==> config.mk <==
export PLATFORM = sky130hd
export DESIGN_NAME = mlaccel_seq_fetch
export DESIGN_NICKNAME = d
export VERILOG_FILES = /design/src/rtl/mlaccel_seq_fetch.sv
export SDC_FILE = /design/constraint.sdc
export NUM_CORES = 1
export LEC_CHECK = 0
export ABC_AREA = 1
export BUFFER_PORTS_ARGS = -buffer_cell sky130_fd_sc_hd__buf_4
export CAP_MARGIN = 20
export CORE_AREA = 4 4 202 165
export CTS_BUF_LIST = sky130_fd_sc_hd__clkbuf_8
export DETAILED_ROUTE_END_ITERATION = 10
export DIE_AREA = 0 0 206 169
export REMOVE_ABC_BUFFERS = 1
export SLEW_MARGIN = 20
export SYNTH_ARGS = -nofsm -noshare
export SYNTH_HDL_FRONTEND = slang
export SYNTH_SLANG_ARGS = --single-unit
==> constraint.sdc <==
create_clock -name clock -period 3.39 [get_ports clock]
set_input_delay 0.5085 -clock clock [delete_from_list [all_inputs] [get_ports clock]]
set_output_delay 0.5085 -clock clock [all_outputs]
set_load 0.02 [all_outputs]
==> src/rtl/mlaccel_seq_fetch.sv <==
// mlaccel_seq_fetch: instruction fetch and control-flow sequencer.
// Fetches 32-bit words over the smem read port. It resolves jump, call/return,
// halt and (optionally) counted loops locally. All other words go through a
// prefetch FIFO to the compute unit.
//
// Build option: define MLACCEL_SEQ_LOOP_EN to execute LOOPSET/LOOPJMP locally
// with a 16-bit loop counter. Without it, opcodes 0x04/0x05 are forwarded to
// compute like any other instruction.
//
// state   | meaning
// --------+----------------------------------------------------------------
// S_IDLE  | waiting for start
// S_REQ   | issue a read of pc once the FIFO has room
// S_WAIT  | read outstanding, hold request until smem_ready, then decode
// S_DRAIN | program halted, wait for the FIFO to empty
// S_ABORT | stopped with a read in flight, hold request and discard the data

module mlaccel_seq_fetch #(
  parameter int FIFO_DEPTH  = 4,
  parameter int STACK_DEPTH = 4
) (
  input  logic        clock,
  input  logic        resetn,
  input  logic        start,
  input  logic        stop,
  input  logic [15:0] addr,
  output logic        busy,
  output logic        fault,
  output logic        smem_valid,
  input  logic        smem_ready,
  output logic [15:0] smem_addr,
  input  logic [31:0] smem_data,
  output logic        comp_valid,
  input  logic        comp_ready,
  output logic [31:0] comp_insn
);

  localparam int PTR_W  = (FIFO_DEPTH > 1) ? $clog2(FIFO_DEPTH) : 1;
  localparam int CNT_W  = PTR_W + 1;
  localparam int SP_W   = $clog2(STACK_DEPTH + 1);
  localparam int SIDX_W = (STACK_DEPTH > 1) ? $clog2(STACK_DEPTH) : 1;

  localparam logic [CNT_W-1:0] CNT_FULL = CNT_W'(FIFO_DEPTH);
  localparam logic [CNT_W-1:0] CNT_ONE  = CNT_W'(1);
  localparam logic [SP_W-1:0]  SP_FULL  = SP_W'(STACK_DEPTH);

  localparam logic [7:0] OP_HALT    = 8'h00;
  localparam logic [7:0] OP_JUMP    = 8'h01;
  localparam logic [7:0] OP_CALL    = 8'h02;
  localparam logic [7:0] OP_RET     = 8'h03;
`ifdef MLACCEL_SEQ_LOOP_EN
  localparam logic [7:0] OP_LOOPSET = 8'h04;
  localparam logic [7:0] OP_LOOPJMP = 8'h05;
`endif

  typedef enum logic [2:0] {
    S_IDLE  = 3'd0,
    S_REQ   = 3'd1,
    S_WAIT  = 3'd2,
    S_DRAIN = 3'd3,
    S_ABORT = 3'd4
  } state_t;

  state_t state, state_nxt;

  logic [15:0] pc;
  logic [15:0] pc_inc;
  logic [SP_W-1:0] sp;
  logic [SP_W-1:0] sp_m1;
  logic [15:0] stack_mem [0:STACK_DEPTH-1];

  logic [31:0] fifo_mem [0:FIFO_DEPTH-1];
  logic [PTR_W-1:0] wr_ptr, rd_ptr;
  logic [CNT_W-1:0] fifo_cnt;
  logic fifo_push, fifo_pop;

  logic start_ok;
  logic rd_take;

  logic [7:0]  opcode;
  logic [15:0] imm;
  logic [15:0] dec_pc;
  logic dec_halt, dec_enq, dec_push, dec_pop, dec_fault;

`ifdef MLACCEL_SEQ_LOOP_EN
  logic [15:0] lcnt;
  logic dec_lset, dec_ldec;
`endif

  assign opcode   = smem_data[7:0];
  assign imm      = smem_data[31:16];
  assign pc_inc   = pc + 16'd1;
  assign sp_m1    = sp - SP_W'(1);
  assign start_ok = (state == S_IDLE) && start && !stop;

  assign comp_valid = (fifo_cnt != '0);
  assign comp_insn  = comp_valid ? fifo_mem[rd_ptr] : '0;
  assign fifo_pop   = comp_valid && comp_ready;
  assign fifo_push  = rd_take && dec_enq;
  assign smem_addr  = pc;
  assign busy       = (state != S_IDLE) || comp_valid;

  // Decode the returned word into its control-flow effect
  always_comb begin
    dec_pc    = pc_inc;
    dec_halt  = 1'b0;
    dec_enq   = 1'b0;
    dec_push  = 1'b0;
    dec_pop   = 1'b0;
    dec_fault = 1'b0;
`ifdef MLACCEL_SEQ_LOOP_EN
    dec_lset  = 1'b0;
    dec_ldec  = 1'b0;
`endif
    case (opcode)
      OP_HALT: begin
        dec_halt = 1'b1;
        dec_pc   = pc;
      end
      OP_JUMP: dec_pc = imm;
      OP_CALL: begin
        if (sp == SP_FULL) begin
          // overflow: no push, no jump, stop the program
          dec_fault = 1'b1;
          dec_halt  = 1'b1;
          dec_pc    = pc;
        end else begin
          dec_push = 1'b1;
          dec_pc   = imm;
        end
      end
      OP_RET: begin
        if (sp == '0) begin
          dec_halt = 1'b1;
          dec_pc   = pc;
        end else begin
          dec_pop = 1'b1;
          dec_pc  = stack_mem[sp_m1[SIDX_W-1:0]];
        end
      end
`ifdef MLACCEL_SEQ_LOOP_EN
      OP_LOOPSET: dec_lset = 1'b1;
      OP_LOOPJMP: begin
        if (lcnt != 16'd0) begin
          dec_ldec = 1'b1;
          dec_pc   = imm;
        end
      end
`endif
      default: dec_enq = 1'b1;
    endcase
  end

  // Next-state and read-port control
  always_comb begin
    state_nxt  = state;
    smem_valid = 1'b0;
    rd_take    = 1'b0;
    case (state)
      S_IDLE: begin
        if (start_ok) state_nxt = S_REQ;
      end
      S_REQ: begin
        if (fifo_cnt != CNT_FULL) begin
          smem_valid = 1'b1;
          if (smem_ready) begin
            rd_take   = 1'b1;
            state_nxt = dec_halt ? S_DRAIN : S_REQ;
          end else begin
            state_nxt = S_WAIT;
          end
        end
      end
      S_WAIT: begin
        smem_valid = 1'b1;
        if (smem_ready) begin
          rd_take   = 1'b1;
          state_nxt = dec_halt ? S_DRAIN : S_REQ;
        end
      end
      S_DRAIN: begin
        // leave as the last entry pops so busy drops right after it
        if ((fifo_cnt == '0) || ((fifo_cnt == CNT_ONE) && fifo_pop))
          state_nxt = S_IDLE;
      end
      S_ABORT: begin
        smem_valid = 1'b1;
        if (smem_ready) state_nxt = S_IDLE;
      end
      default: state_nxt = S_IDLE;
    endcase
    // a request already on the bus cannot be withdrawn, so stop parks in
    // ABORT until the arbiter answers it
    if (stop) begin
      rd_take   = 1'b0;
      state_nxt = (smem_valid && !smem_ready) ? S_ABORT : S_IDLE;
    end
  end

  // State register
  always_ff @(posedge clock or negedge resetn) begin
    if (!resetn) state <= S_IDLE;
    else         state <= state_nxt;
  end

  // Program counter, call-stack pointer and sticky overflow flag
  always_ff @(posedge clock or negedge resetn) begin
    if (!resetn) begin
      pc    <= '0;
      sp    <= '0;
      fault <= 1'b0;
    end else if (start_ok) begin
      pc    <= addr;
      sp    <= '0;
      fault <= 1'b0;
    end else if (rd_take) begin
      pc <= dec_pc;
      if (dec_push)     sp <= sp + SP_W'(1);
      else if (dec_pop) sp <= sp_m1;
      if (dec_fault) fault <= 1'b1;
    end
  end

  // Call-stack storage holds return addresses
  always_ff @(posedge clock) begin
    if (rd_take && dec_push) stack_mem[sp[SIDX_W-1:0]] <= pc_inc;
  end

`ifdef MLACCEL_SEQ_LOOP_EN
  // Loop counter
  always_ff @(posedge clock or negedge resetn) begin
    if (!resetn)                 lcnt <= '0;
    else if (start_ok)           lcnt <= '0;
    else if (rd_take && dec_lset) lcnt <= imm;
    else if (rd_take && dec_ldec) lcnt <= lcnt - 16'd1;
  end
`endif

  // FIFO pointers and occupancy, flushed on stop
  always_ff @(posedge clock or negedge resetn) begin
    if (!resetn) begin
      wr_ptr   <= '0;
      rd_ptr   <= '0;
      fifo_cnt <= '0;
    end else if (stop) begin
      wr_ptr   <= '0;
      rd_ptr   <= '0;
      fifo_cnt <= '0;
    end else begin
      if (fifo_push) wr_ptr <= wr_ptr + PTR_W'(1);
      if (fifo_pop)  rd_ptr <= rd_ptr + PTR_W'(1);
      if (fifo_push && !fifo_pop)      fifo_cnt <= fifo_cnt + CNT_ONE;
      else if (!fifo_push && fifo_pop) fifo_cnt <= fifo_cnt - CNT_ONE;
    end
  end

  // FIFO storage
  always_ff @(posedge clock) begin
    if (fifo_push) fifo_mem[wr_ptr] <= smem_data;
  end

endmodule

==> metrics.md <==
| Metric | Value |
|---|---|
| Register Area | 0.00652 mm^2 |
| Crit path largest cell delay | 0.58 ns |
| Max-cap violations | 0 |
| Net Sw Power | roughly 3.5 mW |
| Commonest non-fill, non-tap cell in the layout | nand2_1 |
| Worst-Margin Slew | around 0.74 ns |
| Synth area leader | edfxtp_1 |
| Largest net degree at the start of global routing | 66 |
| Wire per inst | about 17 um |
| Utilization after layout | 0.395 |
| Fmax | 348 MHz |
| Crit path max-delay family | buffers and inverters |
| Starting DRT DRC Count | 788 |
| TritonCTS clock tree | built |
| Mapped Area | 0.0102 mm^2 |
| # rows | 58 |
| Clk buf depth | 3 |
| DP Wirelength | 17.8 mm |
| H-tree depth | 2 |
| Setup violators final | 0 |
| Gr usage total | 0.153 |
| Layout Skew | roughly 0.041 ns |
| Chip Width | 206 um |
| Pwr dens | 734 mW/mm^2 |
| CP required | between 2 and 3 ns |
| First-pass GRT wire length | 42.2 mm |
| Drt first pass iters | 5 |
| CTS Buf Count | 39 |
| Final Hold Vio Count | 0 |
| Root Driver | clkbuf_8 |
| Worst Hold Class | in2reg |
| Top Ports | 106 |
| Syn. warnings | 0 |
| Area post-placement | approximately 0.012 mm^2 |
| Most frequent cells in the layout | 220 x nand2_1, 192 x nor2_1, 192 x edfxtp_1 |
| Endpoint type of the worst setup path | output pin |
| Clock transition at path regs | 0.06 ns |
| Period utilization | 0.847 |
| CTS sink count | 222 |
| Vias in the first global route | between 7k and 8k |
| Area share of the largest cell type after synthesis | 0.564 |
| Crit-path cells | buf_4 -> nor2_1 -> nor2_1 -> o21ai_0 -> a21oi_1 -> buf_4 |
| Syn_area_per_cell | 9.81 um^2 |
| Most area-consuming cells after synthesis | edfxtp_1 56%, nand2_1 8.1%, dfrtp_1 7.3% |
| Via count | around 7.7k |
| Nets | 1238 |
| Antenna violations before repair | 1 |
| Core Footprint | 0.0312 mm^2 |
| Relative slew slack | 0.504 |
| Flop pwr share | 0.388 |
| Netlist cell types | 34 |
| Dpl ws | 0.962 ns |
| Post-route cell area | 0.0123 mm^2 |
| LEAKAGE | 5.05 nW |
| Critical path's slowest cell | buf_4 |
| Multi-input logic area | 0.00326 mm^2 |
| CP Buf/Inv Count | 2 |
| Maximum vdd ir drop | 563 uV |
| Register area share after synthesis | 0.637 |
| Hold Slack | roughly 0.18 ns |
| Min cycle time layout | 2.87 ns |
| Fillers | 3110 |
| Die area | 0.0348 mm^2 |
| Post-Syn Instances | 1043 |
| Clock Latency Late Sink | between 0.5 and 0.6 ns |
| P_int | between 5 and 6 mW |
| Crit path max fanout | 65 |
| Arr. time, crit path | about 2.4 ns |
| Antenna cells | 0 |
| Clk pwr share | 0.250 |
| Critical path class | reg2out |
| Final ANT Viol Nets | 0 |
| Initial Utilization | 0.328 |
| RSZ-0062 raised after global routing | no |
| Die H | 169 um |
| Drt total wl | 27.3 mm |
| GRT Residual Overflow | 0 |
| Vias per Instance | about 4.7 |
| Placer Congestion | 0.822 |
| Layout cells sized above 1 | 0.182 |
| Setup crit start kind | flip-flop |
| PnR worst setup slack | 0.519 ns |
| Net Sw Frac | 0.385 |
| Layout overhead on the synthesized area | 20.4% |
| CTS resizes | 0 |
| Port Buffers | 105 |
| Combinational share of power | 0.362 |
| Slew Limit Fails | 0 |
| Synth Register Bits | 222 |
| DRC viols | 0 |
| Status | finished clean |
-- cell type report --
type / instances / share of cell area
Inverter: 78 / 0.0239
Clock buffer: 44 / 0.0492
Tap cell: 420 / 0.0427
Clock inverter: 25 / 0.00874
Sequential cell: 222 / 0.529
Multi-Input combinational cell: 699 / 0.265
Timing Repair Buffer: 130 / 0.0815
-- sequential cells by signal, indices dropped and copies added (netlist names) --
| name | flops |
|---|---|
| fault | 1 |
| fifo_cnt | 3 |
| fifo_mem | 128 |
| rd_ptr | 2 |
| smem_addr | 16 |
| sp | 3 |
| stack_mem | 64 |
| state | 3 |
| wr_ptr | 2 |
-- power by group through the flow --
stage	Combinational [mW]	Clock, mW	Sequential [mW]
after floorplan	1.78	0	3.69
after CTS	3.32	2.32	3.50
after detailed placement	3.31	0	3.55
final	3.27	2.26	3.51
after global routing	3.66	2.47	3.53
after global placement	3.28	0	3.55
-- cell usage after synthesis (all sizes together) --
cell / count
dfrtp: 30
and2: 1
edfxtp: 192
o21ai: 73
o211ai: 2
nor3: 1
a31oi: 1
a21oi: 36
nand4: 9
xor2: 4
nand3b: 3
inv: 73
xnor2: 3
ha: 14
nand2: 226
nor2: 197
clkbuf: 25
clkinv: 5
o21bai: 1
nand3: 110
or2: 17
buf: 19
nor3b: 1
-- cells by family after synthesis --
group           Yosys count  synth area share
compound gates          113            0.0561
xor+xnor                  7           0.00599
fa+ha+maj                14            0.0171
buf+inv                 122            0.0483
flops                   222             0.637
simple gates            565             0.235
-- stage by stage --
step | std cells | TNS (ns) | total power, mW
after floorplan | 999 | -5.67 | 5.47
after global placement | 1548 | 0 | 6.83
after detailed placement | 1548 | 0 | 6.86
after CTS | 1618 | 0 | 9.14
after global routing | 1618 | 0 | 9.66
final | 1618 | 0 | 9.04
-- routing by layer --
layer  vias up  GRT usage  routed length (um)
met2       276      0.235               12300
met3        39     0.0322                1830
met4         2     0.0434                 574
li1       3753          -                   -
met5         -          0                  13
met1      3610      0.222               12500
-- repair_timing --
| action | 4_1_cts | 5_1_grt |
|---|---|---|
| setup endpoints to repair | 0 | 0 |
| buffers inserted | 0 | 0 |
| hold endpoints to repair | 30 | 0 |
| hold buffers | 1 | 0 |
-- final timing paths --
kind | endpoint | from | depth (start not counted) | slack, ns
max | comp_insn[23] | rd_ptr[0] | 6 | 0.52
min | fifo_mem[1][23] | smem_data[23] | 1 | 0.18
max reg2reg | fifo_mem[2][29] | fifo_cnt[0] | 8 | 0.97
min reg2reg | sp[1] | sp[1] | 2 | 0.56
max in group asynchronous | rd_ptr[0] | resetn | 2 | 2.55
min in group asynchronous | smem_addr[9] | resetn | 2 | 0.47
No activity file was read; power rests on OpenSTA's default activity.
